<file path="src/rtl/system_bus_pkg.sv">
// Shared definitions for the two-master system bus.
//   WIDTH_DEFAULT : default address/data width in bits
//   master_e      : master index (M0 = core 0, M1 = core 1)
//   GNT_*         : one-hot grant encodings (00 = bus idle)
package system_bus_pkg;

  localparam int WIDTH_DEFAULT = 8;

  typedef enum logic {
    M0 = 1'b0,
    M1 = 1'b1
  } master_e;

  localparam logic [1:0] GNT_NONE = 2'b00;
  localparam logic [1:0] GNT_M0   = 2'b01;
  localparam logic [1:0] GNT_M1   = 2'b10;

endpackage

</file>
<file path="src/rtl/system_bus_arbiter.sv">
// Registered round-robin arbiter for two masters.
//   clk     : system clock
//   rst_n   : asynchronous active-low reset
//   request : request[i] = master i wants the bus
//   grant   : registered one-hot grant, 00 when idle
// The owner keeps the bus while it requests. When it drops, the bus is
// handed straight to the other master if it is requesting. From idle, a
// single requester wins outright and a tie goes to the master favoured by
// the pointer. Every new grant moves the pointer to favour the other master.
module bus_arbiter
  import system_bus_pkg::*;
(
  input  logic       clk,
  input  logic       rst_n,
  input  logic [1:0] request,
  output logic [1:0] grant
);

  master_e favour;

  // NOTE: state registers use non-blocking assignments so every branch
  // reads the pre-edge grant/pointer values, independent of statement order.
  always_ff @(posedge clk or negedge rst_n) begin
    if (!rst_n) begin
      grant  <= GNT_NONE;
      favour <= M0;
    end else begin
      case (grant)
        GNT_M0: begin
          if (!request[0]) begin
            if (request[1]) begin
              grant  <= GNT_M1;
              favour <= M0;
            end else begin
              grant  <= GNT_NONE;
            end
          end
        end
        GNT_M1: begin
          if (!request[1]) begin
            if (request[0]) begin
              grant  <= GNT_M0;
              favour <= M1;
            end else begin
              grant  <= GNT_NONE;
            end
          end
        end
        default: begin
          // Idle (11 is unreachable and recovers through here as well).
          case (request)
            2'b01: begin
              grant  <= GNT_M0;
              favour <= M1;
            end
            2'b10: begin
              grant  <= GNT_M1;
              favour <= M0;
            end
            2'b11: begin
              if (favour == M0) begin
                grant  <= GNT_M0;
                favour <= M1;
              end else begin
                grant  <= GNT_M1;
                favour <= M0;
              end
            end
            default: grant <= GNT_NONE;
          endcase
        end
      endcase
    end
  end

endmodule

</file>
<file path="src/rtl/system_bus.sv">
// Two-master shared-memory system bus for the dual-core CPU.
//   clk        : system clock
//   reset      : asynchronous active-low reset (0 = in reset)
//   request    : per-master bus request
//   adr0/adr1  : word addresses of master 0 / master 1
//   writedata0/writedata1, memwrite0/memwrite1 : write data and enables
//   grant      : registered one-hot grant, 00 = idle
//   memdata    : mem[address of granted master], 0 when idle
// The arbiter picks the owner; only the owner's address, data and write
// enable reach the 2^WIDTH x WIDTH memory.
module system_bus
  import system_bus_pkg::*;
#(
  parameter int WIDTH = WIDTH_DEFAULT
) (
  input  logic             clk,
  input  logic             reset,
  input  logic [1:0]       request,
  input  logic [WIDTH-1:0] adr0,
  input  logic [WIDTH-1:0] adr1,
  input  logic [WIDTH-1:0] writedata0,
  input  logic [WIDTH-1:0] writedata1,
  input  logic             memwrite0,
  input  logic             memwrite1,
  output logic [1:0]       grant,
  output logic [WIDTH-1:0] memdata
);

  localparam int DEPTH = 2 ** WIDTH;

  logic [WIDTH-1:0] mem [DEPTH];

  bus_arbiter u_arbiter (
    .clk     (clk),
    .rst_n   (reset),
    .request (request),
    .grant   (grant)
  );

  // NOTE: the memory array has no reset branch; its contents come from the
  // configuration state and survive reset. Writes are still gated by reset
  // so a transfer caught by reset on the same edge is dropped.
  always_ff @(posedge clk) begin
    if (reset) begin
      if (grant == GNT_M0 && memwrite0) begin
        mem[adr0] <= writedata0;
      end else if (grant == GNT_M1 && memwrite1) begin
        mem[adr1] <= writedata1;
      end
    end
  end

  // NOTE: memdata gets a default before the case so every path assigns it
  // and no latch is inferred.
  always_comb begin
    memdata = '0;
    case (grant)
      GNT_M0:  memdata = mem[adr0];
      GNT_M1:  memdata = mem[adr1];
      default: memdata = '0;
    endcase
  end

endmodule

</file>
<file path="config.mk">
export PLATFORM = sky130hd
export DESIGN_NAME = system_bus
export DESIGN_NICKNAME = d
export VERILOG_FILES = /design/src/rtl/system_bus_pkg.sv /design/src/rtl/system_bus_arbiter.sv /design/src/rtl/system_bus.sv
export SDC_FILE = /design/constraint.sdc
export NUM_CORES = 2
export LEC_CHECK = 0
export ABC_AREA = 1
export CORE_UTILIZATION = 45
export CTS_BUF_LIST = sky130_fd_sc_hd__clkbuf_4 sky130_fd_sc_hd__clkbuf_8
export DETAILED_ROUTE_END_ITERATION = 8
export HOLD_SLACK_MARGIN = 0.02
export REMOVE_ABC_BUFFERS = 1
export SYNTH_ARGS = -nofsm -noshare
export SYNTH_HDL_FRONTEND = slang
export SYNTH_SLANG_ARGS = --single-unit
</file>
<file path="constraint.sdc">
create_clock -name clk -period 8.7 [get_ports clk]
set_input_delay 1.74 -clock clk [delete_from_list [all_inputs] [get_ports clk]]
set_output_delay 1.74 -clock clk [all_outputs]
set_load 0.02 [all_outputs]
</file>
==> impl_metrics.tcl <==
set metrics [dict create \
    syn_area_um2 104000 \
    avgSynthCellArea_um2 8.96 \
    max_slew.worst_pin.slew_ns 1.44 \
    finalCritPeriodShare_pct 83.7 \
    cts_tree "yes" \
    p_comb_share_pct 12.6 \
    cp_num_cells 14 \
    dp.cells 13900 \
    yosysTopAreaCellShare_pct 59.2 \
    hold_violations 0 \
    first_pass_iters 9 \
    p_leak_nw 41.6 \
    worst_r2r_startpoint "u_arbiter.grant[0]" \
    power.total_mw 22.8 \
    hpwlAfterDp_mm 223 \
    async_flop_share_pct 0.146 \
    overflow 0 \
    start_util_pct 45.2 \
    ant_nets 0 \
    setup_viol_count_final 0 \
    grt_usage_pct 33.6 \
    seq_area_frac_synth_pct 59.3 \
    num_vias 92400 \
    synth_edf_count 2048 \
    grt_pass1_vias 86700 \
    final_cell_count_no_fill 14600 \
    seqPwrFrac_pct 48.6 \
    antenna_found_initial 17 \
    finalWorstSetupSlack_ns 1.42 \
    endpoint "memdata[0]" \
    ios 48 \
    tns_ns 0 \
    grt_max_degree 178 \
    ctsResizeCount 0 \
    cts.reportedPaths.clkPinSlew_ns 0.06 \
    status "complete, no violations" \
    r2r_cells 10 \
    irDropWorstVdd_mv 0.0938 \
    worst_path_max_delay_cell "buf_12" \
    fmaxAchievable_mhz 137 \
    criticalPathCategory "in -> out" \
    grt_setup_unrepaired "no" \
    synth_cell_type_count 28 \
    slew_viol_final 0 \
    period_minus_slack_ns 7.28 \
    r2r_setup_slack_ns 3.58 \
    startpoint_type "input pin" \
    clkSinkCount 2051 \
    htreeDepth 5 \
    syn_inst 11600 \
    clkPwrFrac_pct 38.8 \
    avgViaCountPerCell 6.33 \
    fin_nets 11300 \
    yosys_warnings 0 \
    syn_to_final_growth_pct 8.86 \
    place_ws_ns 1.83 \
    utilization_pct 49.2 \
    insertion_delay_ns 1.07 \
    ys.flop_type "edfxtp_1" \
    core_um2 230000 \
    design.die.area_um2 233000 \
    path_cells "buf_8 -> clkinv_16 -> buf_12 -> nand2_1 -> nand3_1 -> nand3_1 -> nand3_1 -> nand3_1 -> nand3_1 -> nand3_1 -> nand3_1 -> nand3_1 -> nand2_1 -> buf_12" \
    skew_ns 0.0850 \
    holdBufCountCts 0 \
    die_w_um 483 \
    critPathCaptureType "output pin" \
    wl_per_cell_um 27.5 \
    worst-path-buf-inv 4 \
    yosys.area.top_type "edfxtp_1" \
    p_per_area_nw_per_um2 201 \
    portBuffers 47 \
    cp-startpoint "adr0[0]" \
    synth_area_leaders "edfxtp_1 (59%), nand3_1 (20%), nand2_1 (15%)" \
    rr_endpoint "mem[47][4]" \
    drtIter0Drc 14100 \
    clock_path_buffers 4 \
    power.share.switching_pct 28.0 \
    ys_ff_latch 2051 \
    grt_pass1_wl_mm 580 \
    slew_headroom_pct 3.37 \
    cts_made_buffers 373 \
    critPathMostFrequentCell "nand3_1" \
    crit_arrival_ns 5.54 \
    cts_root_buffer "clkbuf_8" \
    worst_hold_path_type "reg -> reg" \
    synth.most_common_cell "nand2_1" \
    hold_path.startpoint "u_arbiter.favour" \
    slowest_delay_ns 0.59 \
    rows 176 \
    drc 0 \
    cap_violations 0 \
    cp_data_required_time_ns 6.96 \
    drive_gt1_share_pct 7.23 \
    cp_top_family "simple AND/OR/NAND/NOR gates" \
    die_y_um 483 \
    switchingPower_mw 6.38 \
    p_int_mw 16.4 \
    synthTopCellsByCount "nand2_1 (4140), nand3_1 (4081), edfxtp_1 (2048), buf_2 (567), nor2_1 (284)" \
    finalWirelength_mm 401 \
    post_cts_buffers 0 \
    critPathMaxFanout 148 \
    routabilityCongestion 0.953 \
]
[stage by stage]
stage | hold slack [ns] | area, um2
2_1_floorplan | 0.469 | 99300
3_3_place_gp | 0.485 | 106000
3_5_place_dp | 0.502 | 106000
4_1_cts | 0.516 | 113000
5_1_grt | 0.586 | 113000
6_report | 0.517 | 113000
[worst min-delay path, cell delays in order (launching register included)]
cell and delay, ns:
dfrtp_1 0.37, nand2_1 0.05, o21ai_0 0.06
[layout by cell type, fill, tap and decap left out, types with 3 or more instances in the layout]
| cell type | Yosys | final |
|---|---|---|
| clkinv_2 | 0 | 51 |
| clkbuf_4 | 0 | 107 |
| buf_8 | 0 | 6 |
| inv_8 | 0 | 4 |
| inv_6 | 1 | 7 |
| dfrtp_1 | 3 | 3 |
| inv_1 | 46 | 41 |
| clkinv_1 | 0 | 97 |
| nand3_1 | 4081 | 4081 |
| mux2_8 | 0 | 8 |
| ha_1 | 4 | 4 |
| nor2_2 | 4 | 4 |
| nor2_1 | 284 | 284 |
| buf_12 | 0 | 77 |
| edfxtp_1 | 2048 | 2048 |
| o21ai_0 | 6 | 6 |
| inv_2 | 8 | 5 |
| nor2_4 | 4 | 4 |
| o21ai_2 | 6 | 6 |
| clkbuf_8 | 0 | 378 |
| diode_2 | 0 | 5 |
| nand2_1 | 4140 | 4125 |
| bufinv_16 | 0 | 6 |
| clkdlybuf4s50_1 | 0 | 27 |
| buf_4 | 91 | 131 |
| nand2_2 | 14 | 29 |
[metal layers]
layer | global-route usage, % | part of all wire [%]
met1 | 45.0 | 37
met2 | 49.0 | 43
met3 | 8.83 | 13
met4 | 20.1 | 6.3
met5 | 0 | 0.032
[power groups by stage]
stage               clock (mW)  combinational (mW)  sequential [mW]
floorplan                    0                1.37             11.3
global placement             0                2.73             11.3
detailed placement           0                2.76             11.3
CTS                       8.87                2.76             11.1
global route              9.28                2.98             11.1
finish                    8.83                2.87             11.1
[logic make-up (layout without fill, tap and decap cells)]
family | Yosys count | in the layout | share of synthesized area [%]
AND/OR/NAND/NOR | 8530 | 8530 | 35.8
flip-flops | 2051 | 2051 | 59.3
buffers and inverters | 990 | 946 | 4.65
AO/OA/AOI/OAI | 18 | 18 | 0.125
multiplexers | 8 | 8 | 0.0867
adder cells (fa/ha/maj) | 4 | 4 | 0.0482
other | 0 | 5 | 0
[worst min-delay path by stage]
stage	end	slack (ns)	cells past startpoint
after floorplan	u_arbiter.favour	0.47	2
after global placement	u_arbiter.favour	0.48	2
after CTS	u_arbiter.favour	0.52	2
after detailed placement	u_arbiter.favour	0.50	2
final	u_arbiter.favour	0.52	2
after global routing	u_arbiter.favour	0.59	2
[cell type report]
class / count / area [um2]
Inverter: 56 / 295
Fill cell: 20900 / 117000
Tap cell: 3026 / 3790
Antenna cell: 5 / 12.5
Clock inverter: 160 / 857
Multi-Input combinational cell: 8560 / 37700
Sequential cell: 2051 / 61600
Clock buffer: 485 / 6010
Timing Repair Buffer: 245 / 2920
[sequential cells by signal, summed over array words and instances, names as in the netlist]
signal            flops
mem                2048
u_arbiter.grant       2
u_arbiter.favour      1
Note: power is estimated with default switching activity, not from simulation.
